File: src/rtl/sonar_scheduler_pkg.sv
// sonar_scheduler_pkg
// Shared definitions for the sonar scheduler: controller state encoding,
// sensor-index width and the saturated ("no valid reading") distance value.
package sonar_scheduler_pkg;

  localparam logic [2:0] ST_IDLE      = 3'd0;
  localparam logic [2:0] ST_TRIG      = 3'd1;
  localparam logic [2:0] ST_WAIT_RISE = 3'd2;
  localparam logic [2:0] ST_MEASURE   = 3'd3;
  localparam logic [2:0] ST_GAP       = 3'd4;

  typedef enum logic [2:0] {
    S_IDLE      = ST_IDLE,
    S_TRIG      = ST_TRIG,
    S_WAIT_RISE = ST_WAIT_RISE,
    S_MEASURE   = ST_MEASURE,
    S_GAP       = ST_GAP
  } state_t;

  // Sensor index width; supports up to 8 sensors.
  localparam int IDX_W = 3;

  // All-ones distance for a given width; also the timeout / stuck-echo marker.
  function automatic int dist_max(input int w);
    return (1 << w) - 1;
  endfunction

  localparam int DIST_W_DEF = 9;
  localparam int DIST_MAX   = dist_max(DIST_W_DEF);

endpackage

File: src/rtl/echo_sync.sv
// echo_sync
// Two-flop synchronizer for one asynchronous echo pin, followed by an edge
// register that produces single-cycle rise/fall pulses.
// Ports:
//   clk, rst : clock, asynchronous active-high reset
//   din      : raw echo pin
//   level    : synchronized echo level
//   rise     : one-cycle pulse on a synchronized rising edge
//   fall     : one-cycle pulse on a synchronized falling edge
module echo_sync (
  input  logic clk,
  input  logic rst,
  input  logic din,
  output logic level,
  output logic rise,
  output logic fall
);

  logic s1, s2, s2d;

  always_ff @(posedge clk or posedge rst) begin
    if (rst) begin
      s1  <= 1'b0;
      s2  <= 1'b0;
      s2d <= 1'b0;
    end else begin
      s1  <= din;
      s2  <= s1;
      s2d <= s2;
    end
  end

  assign level = s2;
  assign rise  = s2 & ~s2d;
  assign fall  = ~s2 & s2d;

endmodule

File: src/rtl/sonar_scheduler.sv
// sonar_scheduler
// Round-robin controller sharing one trigger/measure engine across
// NUM_SENSORS HC-SR04 class rangefinders. Fires one sensor at a time,
// measures its echo width in centimetres, enforces a hold-off gap between
// pings and publishes per-sensor distance, near and fault flags.
// Ports:
//   clk, rst   : clock, asynchronous active-high reset
//   echo       : raw echo pins (asynchronous)
//   enable     : per-sensor scan enable, sampled when a slot is selected
//   trig       : trigger pins, at most one high
//   dist_cm    : packed latest distances, sensor i at [i*DIST_W +: DIST_W]
//   near       : last reading below NEAR_CM and not a timeout
//   fault      : last reading timed out or echo was stuck high
//   valid      : one-cycle pulse when a result is written
//   valid_idx  : sensor index of the result flagged by valid
module sonar_scheduler
  import sonar_scheduler_pkg::*;
#(
  parameter int NUM_SENSORS    = 2,
  parameter int TRIG_CYCLES    = 1000,
  parameter int CM_CYCLES      = 5800,
  parameter int TIMEOUT_CYCLES = 3000000,
  parameter int GAP_CYCLES     = 6000000,
  parameter int NEAR_CM        = 20,
  parameter int DIST_W         = DIST_W_DEF
) (
  input  logic                          clk,
  input  logic                          rst,
  input  logic [NUM_SENSORS-1:0]        echo,
  input  logic [NUM_SENSORS-1:0]        enable,
  output logic [NUM_SENSORS-1:0]        trig,
  output logic [NUM_SENSORS*DIST_W-1:0] dist_cm,
  output logic [NUM_SENSORS-1:0]        near,
  output logic [NUM_SENSORS-1:0]        fault,
  output logic                          valid,
  output logic [IDX_W-1:0]              valid_idx
);

  localparam int CNT_MAX_A = (TRIG_CYCLES > TIMEOUT_CYCLES) ? TRIG_CYCLES : TIMEOUT_CYCLES;
  localparam int CNT_MAX   = (CNT_MAX_A > GAP_CYCLES) ? CNT_MAX_A : GAP_CYCLES;
  localparam int CNT_W     = $clog2(CNT_MAX + 1);
  localparam int PRE_W     = $clog2(CM_CYCLES + 1);

  localparam logic [CNT_W-1:0]  TRIG_LAST = CNT_W'(TRIG_CYCLES - 1);
  localparam logic [CNT_W-1:0]  TO_LAST   = CNT_W'(TIMEOUT_CYCLES - 1);
  localparam logic [CNT_W-1:0]  GAP_LAST  = CNT_W'(GAP_CYCLES - 1);
  localparam logic [CNT_W-1:0]  CNT_ONE   = CNT_W'(1);
  localparam logic [PRE_W-1:0]  PRE_LAST  = PRE_W'(CM_CYCLES - 1);
  localparam logic [PRE_W-1:0]  PRE_ONE   = PRE_W'(1);
  localparam logic [DIST_W-1:0] DMAX      = DIST_W'(dist_max(DIST_W));
  localparam logic [DIST_W-1:0] DIST_ONE  = DIST_W'(1);
  localparam logic [IDX_W-1:0]  LAST_IDX  = IDX_W'(NUM_SENSORS - 1);

  function automatic logic [DIST_W-1:0] sat_inc(input logic [DIST_W-1:0] v);
    return (v == DMAX) ? v : v + DIST_ONE;
  endfunction

  // The falling-edge cycle itself is the Nth echo cycle, so a prescaler
  // sitting on its last count completes one more centimetre.
  function automatic logic [DIST_W-1:0] final_cm(input logic [PRE_W-1:0]  p,
                                                 input logic [DIST_W-1:0] c);
    return (p == PRE_LAST) ? sat_inc(c) : c;
  endfunction

  // Echo synchronizers, zero-extended to 8 so the 3-bit index fits exactly.
  logic [NUM_SENSORS-1:0] lvl, rise, fall;
  logic [7:0]             lvl_ext, rise_ext, fall_ext, en_ext;

  for (genvar i = 0; i < NUM_SENSORS; i++) begin : g_sync
    echo_sync u_echo_sync (
      .clk   (clk),
      .rst   (rst),
      .din   (echo[i]),
      .level (lvl[i]),
      .rise  (rise[i]),
      .fall  (fall[i])
    );
  end

  assign lvl_ext  = 8'(lvl);
  assign rise_ext = 8'(rise);
  assign fall_ext = 8'(fall);
  assign en_ext   = 8'(enable);

  state_t                 state, state_n;
  logic [IDX_W-1:0]       cur, cur_n;
  logic [CNT_W-1:0]       cnt, cnt_n;
  logic [PRE_W-1:0]       pre, pre_n;
  logic [DIST_W-1:0]      cm, cm_n;
  logic [NUM_SENSORS-1:0] trig_n;
  logic                   wr_en, wr_near, wr_fault;
  logic [DIST_W-1:0]      wr_dist, meas_cm;
  logic                   found;
  logic [IDX_W-1:0]       sel, cand;

  // Next enabled sensor after cur, wrapping round-robin.
  always_comb begin
    found = 1'b0;
    sel   = cur;
    cand  = cur;
    for (int k = 0; k < NUM_SENSORS; k++) begin
      cand = (cand == LAST_IDX) ? '0 : cand + IDX_W'(1);
      if (!found && en_ext[cand]) begin
        found = 1'b1;
        sel   = cand;
      end
    end
  end

  assign meas_cm = final_cm(pre, cm);

  always_comb begin
    state_n  = state;
    cur_n    = cur;
    cnt_n    = cnt;
    pre_n    = pre;
    cm_n     = cm;
    wr_en    = 1'b0;
    wr_dist  = DMAX;
    wr_fault = 1'b1;
    wr_near  = 1'b0;
    case (state)
      S_IDLE: begin
        cnt_n = '0;
        if (found) begin
          cur_n = sel;
          if (lvl_ext[sel]) begin
            // Echo already high before any trigger: report stuck sensor.
            wr_en   = 1'b1;
            state_n = S_GAP;
          end else begin
            state_n = S_TRIG;
          end
        end
      end
      S_TRIG: begin
        if (cnt == TRIG_LAST) begin
          cnt_n   = '0;
          state_n = S_WAIT_RISE;
        end else begin
          cnt_n = cnt + CNT_ONE;
        end
      end
      S_WAIT_RISE: begin
        if (rise_ext[cur]) begin
          cnt_n   = '0;
          pre_n   = '0;
          cm_n    = '0;
          state_n = S_MEASURE;
        end else if (cnt == TO_LAST) begin
          wr_en   = 1'b1;
          cnt_n   = '0;
          state_n = S_GAP;
        end else begin
          cnt_n = cnt + CNT_ONE;
        end
      end
      S_MEASURE: begin
        if (fall_ext[cur]) begin
          wr_en    = 1'b1;
          wr_dist  = meas_cm;
          wr_fault = 1'b0;
          wr_near  = (32'(meas_cm) < NEAR_CM);
          cnt_n    = '0;
          state_n  = S_GAP;
        end else if (cnt == TO_LAST) begin
          wr_en   = 1'b1;
          cnt_n   = '0;
          state_n = S_GAP;
        end else begin
          cnt_n = cnt + CNT_ONE;
          if (pre == PRE_LAST) begin
            pre_n = '0;
            cm_n  = sat_inc(cm);
          end else begin
            pre_n = pre + PRE_ONE;
          end
        end
      end
      S_GAP: begin
        if (cnt == GAP_LAST) begin
          cnt_n   = '0;
          state_n = S_IDLE;
        end else begin
          cnt_n = cnt + CNT_ONE;
        end
      end
      default: state_n = S_IDLE;
    endcase
  end

  // Trigger is registered alongside the state so it is glitch-free and
  // high for exactly the cycles spent in TRIG.
  always_comb begin
    trig_n = '0;
    for (int i = 0; i < NUM_SENSORS; i++)
      trig_n[i] = (state_n == S_TRIG) && (cur_n == IDX_W'(i));
  end

  always_ff @(posedge clk or posedge rst) begin
    if (rst) begin
      state     <= S_IDLE;
      cur       <= LAST_IDX;
      cnt       <= '0;
      pre       <= '0;
      cm        <= '0;
      trig      <= '0;
      valid     <= 1'b0;
      valid_idx <= '0;
    end else begin
      state <= state_n;
      cur   <= cur_n;
      cnt   <= cnt_n;
      pre   <= pre_n;
      cm    <= cm_n;
      trig  <= trig_n;
      valid <= wr_en;
      if (wr_en)
        valid_idx <= cur_n;
    end
  end

  // Per-sensor result registers; only the served sensor is updated.
  for (genvar i = 0; i < NUM_SENSORS; i++) begin : g_res
    logic [DIST_W-1:0] dist_q;
    logic              near_q, fault_q;

    always_ff @(posedge clk or posedge rst) begin
      if (rst) begin
        dist_q  <= DMAX;
        near_q  <= 1'b0;
        fault_q <= 1'b0;
      end else if (wr_en && (cur_n == IDX_W'(i))) begin
        dist_q  <= wr_dist;
        near_q  <= wr_near;
        fault_q <= wr_fault;
      end
    end

    assign dist_cm[i*DIST_W +: DIST_W] = dist_q;
    assign near[i]  = near_q;
    assign fault[i] = fault_q;
  end

endmodule

File: config.mk
export PLATFORM = sky130hd
export DESIGN_NAME = sonar_scheduler
export DESIGN_NICKNAME = d
export VERILOG_FILES = /design/src/rtl/sonar_scheduler_pkg.sv /design/src/rtl/echo_sync.sv /design/src/rtl/sonar_scheduler.sv
export SDC_FILE = /design/constraint.sdc
export NUM_CORES = 1
export LEC_CHECK = 0
export BUFFER_PORTS_ARGS = -buffer_cell sky130_fd_sc_hd__buf_2
export CAP_MARGIN = 20
export CORE_UTILIZATION = 35
export CTS_CLUSTER_SIZE = 10
export DETAILED_ROUTE_END_ITERATION = 16
export GPL_TIMING_DRIVEN = 0
export SYNTH_ARGS = -nofsm -noshare
export SYNTH_HDL_FRONTEND = slang
export SYNTH_SLANG_ARGS = --single-unit
export TNS_END_PERCENT = 1
File: constraint.sdc
create_clock -name clk -period 3.18 [get_ports clk]
set_input_delay 0.636 -clock clk [delete_from_list [all_inputs] [get_ports clk]]
set_output_delay 0.636 -clock clk [all_outputs]
set_load 0.02 [all_outputs]
==> flow_metrics.py <==
metrics = {
    "run_status": {
        "status": "finished, final reports clean",
    },
    "synthesis": {
        "synthFlopType": "dfrtp_1",
        "ys_seq_elements": 85,
        "synth_fp_nets": 497,
        "yosysWarnings": 0,
        "async_flop_share": 1.00,
        "synth-edff-count": 0,
        "synth_seq_area_share": 0.462,
        "synth.cell_area_mm2": 0.00465,
        "syn_area_per_cell_um2": 9.55,
        "synthCells": 487,
        "yosys.cell_types.count": 68,
    },
    "global_routing": {
        "antenna_found_initial": 0,
        "grt_max_degree": 74,
        "grt_pass1_vias": 3698,
        "grt_pass1_wl_mm": 18.2,
        "grt_overflow_total": 0,
        "grt_use_total": 0.164,
    },
    "critical_path": {
        "path_max_fanout": 10,
        "required_ns": 3.45,
        "r2r_slack_ns": 0.40,
        "worst_path_most_repeated_cell": "o21ai_0",
        "reg2reg_from": "cur[0]",
        "crit_buf_inv": 2,
        "critPathTopFamily": "compound AO/OA/AOI/OAI gates",
        "crit_path_max_incr_delay_ns": 0.52,
        "worst-r2r-cell-count": 8,
        "end_kind": "flop",
        "path_class": "flop to flop",
        "worstPathArrival_ns": 3.05,
        "path_cells": "buf_2 -> nor3b_1 -> o21ai_0 -> o21bai_1 -> o311ai_2 -> clkbuf_1 -> o21ai_0 -> a31oi_1",
        "crit_slowest_cell": "dfstp_2",
        "cp-start-kind": "flop",
        "worst_r2r_endpoint": "cnt[8]",
    },
    "sta": {
        "whs_ns": 0.206,
        "worst_slew_pin_slew_ns": 0.775,
        "finalCritPeriodShare": 0.876,
        "hold_violations": 0,
        "slew-limit-headroom": 0.482,
        "max_freq_mhz": 359,
        "slew_viol_final": 0,
        "min_period_ns": 2.78,
        "setup_slack_ns": 0.395,
        "final-setup-viol-count": 0,
        "rsz0062_at_grt": "no",
        "finalSetupTns_ns": 0,
        "fin_skew_ns": 0.0106,
    },
    "route": {
        "drc": 0,
        "dr.pass1.iters": 4,
        "vias": 3856,
        "drt_iter0_drc": 358,
        "avgRoutedWirePerCell_um": 14.9,
        "viasPerCell": 5.44,
        "wirelength_mm": 10.6,
        "postRouteAntennaNets": 0,
    },
    "floorplanning": {
        "num_rows": 41,
        "die_area_mm2": 0.0138,
        "io_pins": 34,
        "core_mm2": 0.0128,
        "start_util": 0.364,
        "die_x_um": 117,
        "die_h_um": 117,
    },
    "place": {
        "dp_slack_ns": 0.413,
        "io_buffers": 33,
        "place_hpwl_mm": 7.45,
        "gp_congestion": 0.889,
    },
    "clocking": {
        "clkSlewWorstSetupHoldPaths_ns": 0.06,
        "clk_path_buf_depth": 2,
        "postCtsHoldBufs": 0,
        "clock-sinks": 85,
        "tritoncts": "yes",
        "post_cts_buffers": 0,
        "htreeDepth": 3,
        "cts-resized-gates": 0,
        "clk_latency_ns": 0.35,
        "cts-root-buf": "clkbuf_16",
        "cts_made_buffers": 9,
    },
    "power_and_ir_drop": {
        "power_density_mw_per_mm2": 688,
        "power_leakage_nw": 2.11,
        "vdd_ir_drop_max_v": 0.000458,
    },
    "cells_and_area": {
        "nFillCells": 1262,
        "seqCellArea_mm2": 0.00215,
        "multi_input_area_mm2": 0.00228,
        "drive_gt1_frac": 0.223,
        "nets": 542,
        "areaGrowthSynthToFinish_pct": 14.6,
        "antenna_cells": 0,
    },
    "min_path": {
        "hold_path_class": "primary input to asynchronous set/reset pin",
    },
    "run": {
        "timing.max_cap.violations": 0,
    },
}
registers in the layout, indices dropped and copies added (netlist names):
signal and cells:
g_sync.u_echo_sync.s2d 2, cnt 23, pre 13, cm 9
g_sync.u_echo_sync.s1 2, valid_idx 3, g_res.fault_q 2, trig 2
g_sync.u_echo_sync.level 2, state 3, g_res.dist_q 18, g_res.near_q 2
valid 1, cur 3
metrics by stage:
step / instance area, um^2 / total power [W] / std cells / util
finish: 5330 / 0.00367 / 709 / 0.417
global placement: 5030 / 0.00270 / 692 / 0.394
CTS: 5330 / 0.00371 / 709 / 0.417
global route: 5330 / 0.00390 / 709 / 0.417
floorplan: 4650 / 0.00237 / 487 / -
detailed placement: 5060 / 0.00273 / 693 / 0.396
Yosys cell counts, types with 3 or more instances:
cell type	instances	area (um^2)
buf_2	7	35.0
and2_1	10	62.6
dfrtp_1	66	1650
nor2_1	35	131
or3_1	4	25.0
buf_6	5	56.3
nand3b_1	3	22.5
mux2i_1	8	80.1
nor3_1	13	65.1
nor4b_1	3	26.3
nand2b_1	6	37.5
nand4_1	14	87.6
nand3_1	18	90.1
or2_2	3	18.8
inv_1	15	56.3
o21ai_0	26	130
nor3b_1	3	22.5
nand2_1	63	236
a21oi_1	24	120
o31ai_1	13	97.6
a31oi_1	16	100
buf_4	5	37.5
a211oi_1	4	30.0
ha_1	4	50.1
clkbuf_1	10	37.5
and3_1	7	43.8
a41oi_1	3	26.3
a22o_1	5	43.8
mux2_4	3	45.0
mux2_2	18	203
dfstp_2	19	499
nor4_1	8	50.1
final cells by class:
type	count	share of cell area
flip-flops and latches	85	0.403
clock buffers	12	0.0462
plain buffers	27	0.0312
multi-input cells	360	0.427
well taps	172	0.0404
inverters	15	0.0110
clock inverters	4	0.00422
repair buffers	34	0.0361
power breakdown:
group	internal, W	leakage, nW	switching [W]
registers	0.00134	1.09	0.000113
clock network	0.000549	0.137	0.000417
logic	0.000488	0.881	0.000765
cell usage in the layout (no fill, tap or decap), types with 6 or more instances in the layout:
master	netlist	routed
mux2i_1	8	8
clkbuf_1	10	12
a31oi_1	16	16
o21ai_0	26	26
nand4_1	14	14
inv_1	15	14
dfrtp_1	66	66
nand2b_1	6	6
and2_1	10	10
nor3_1	13	13
buf_2	7	40
o31ai_1	13	13
nor2_1	35	35
nor4_1	8	8
nand2_1	63	63
mux2_2	18	18
clkbuf_16	0	9
dfstp_2	19	19
a21oi_1	24	24
and3_1	7	7
nand3_1	18	18
kinds of logic after synthesis:
group / Yosys count / synth area share
mux: 31 / 0.0753
flops: 85 / 0.462
fa+ha+maj: 4 / 0.0108
xor+xnor: 4 / 0.00753
simple gates: 206 / 0.231
compound gates: 115 / 0.165
buf+inv: 42 / 0.0479
how the worst max path moves through the flow:
stage,end,from,cells after the start
floorplan,cm[0],rst,1
global placement,g_sync[0].u_echo_sync.s2d,rst,2
detailed placement,cnt[8],cur[0],8
global route,cnt[8],cur[0],8
CTS,cnt[8],cur[0],8
finish,cnt[8],cur[0],8
layer usage:
layer  track usage  share of wire  vias up
li1              -              -     1878
met1         0.214           0.49     1912
met2         0.260           0.47       55
met3        0.0491          0.032       11
met4        0.0463          0.013        0
met5             0              0        -
Note: power is estimated with default switching activity, not from simulation.
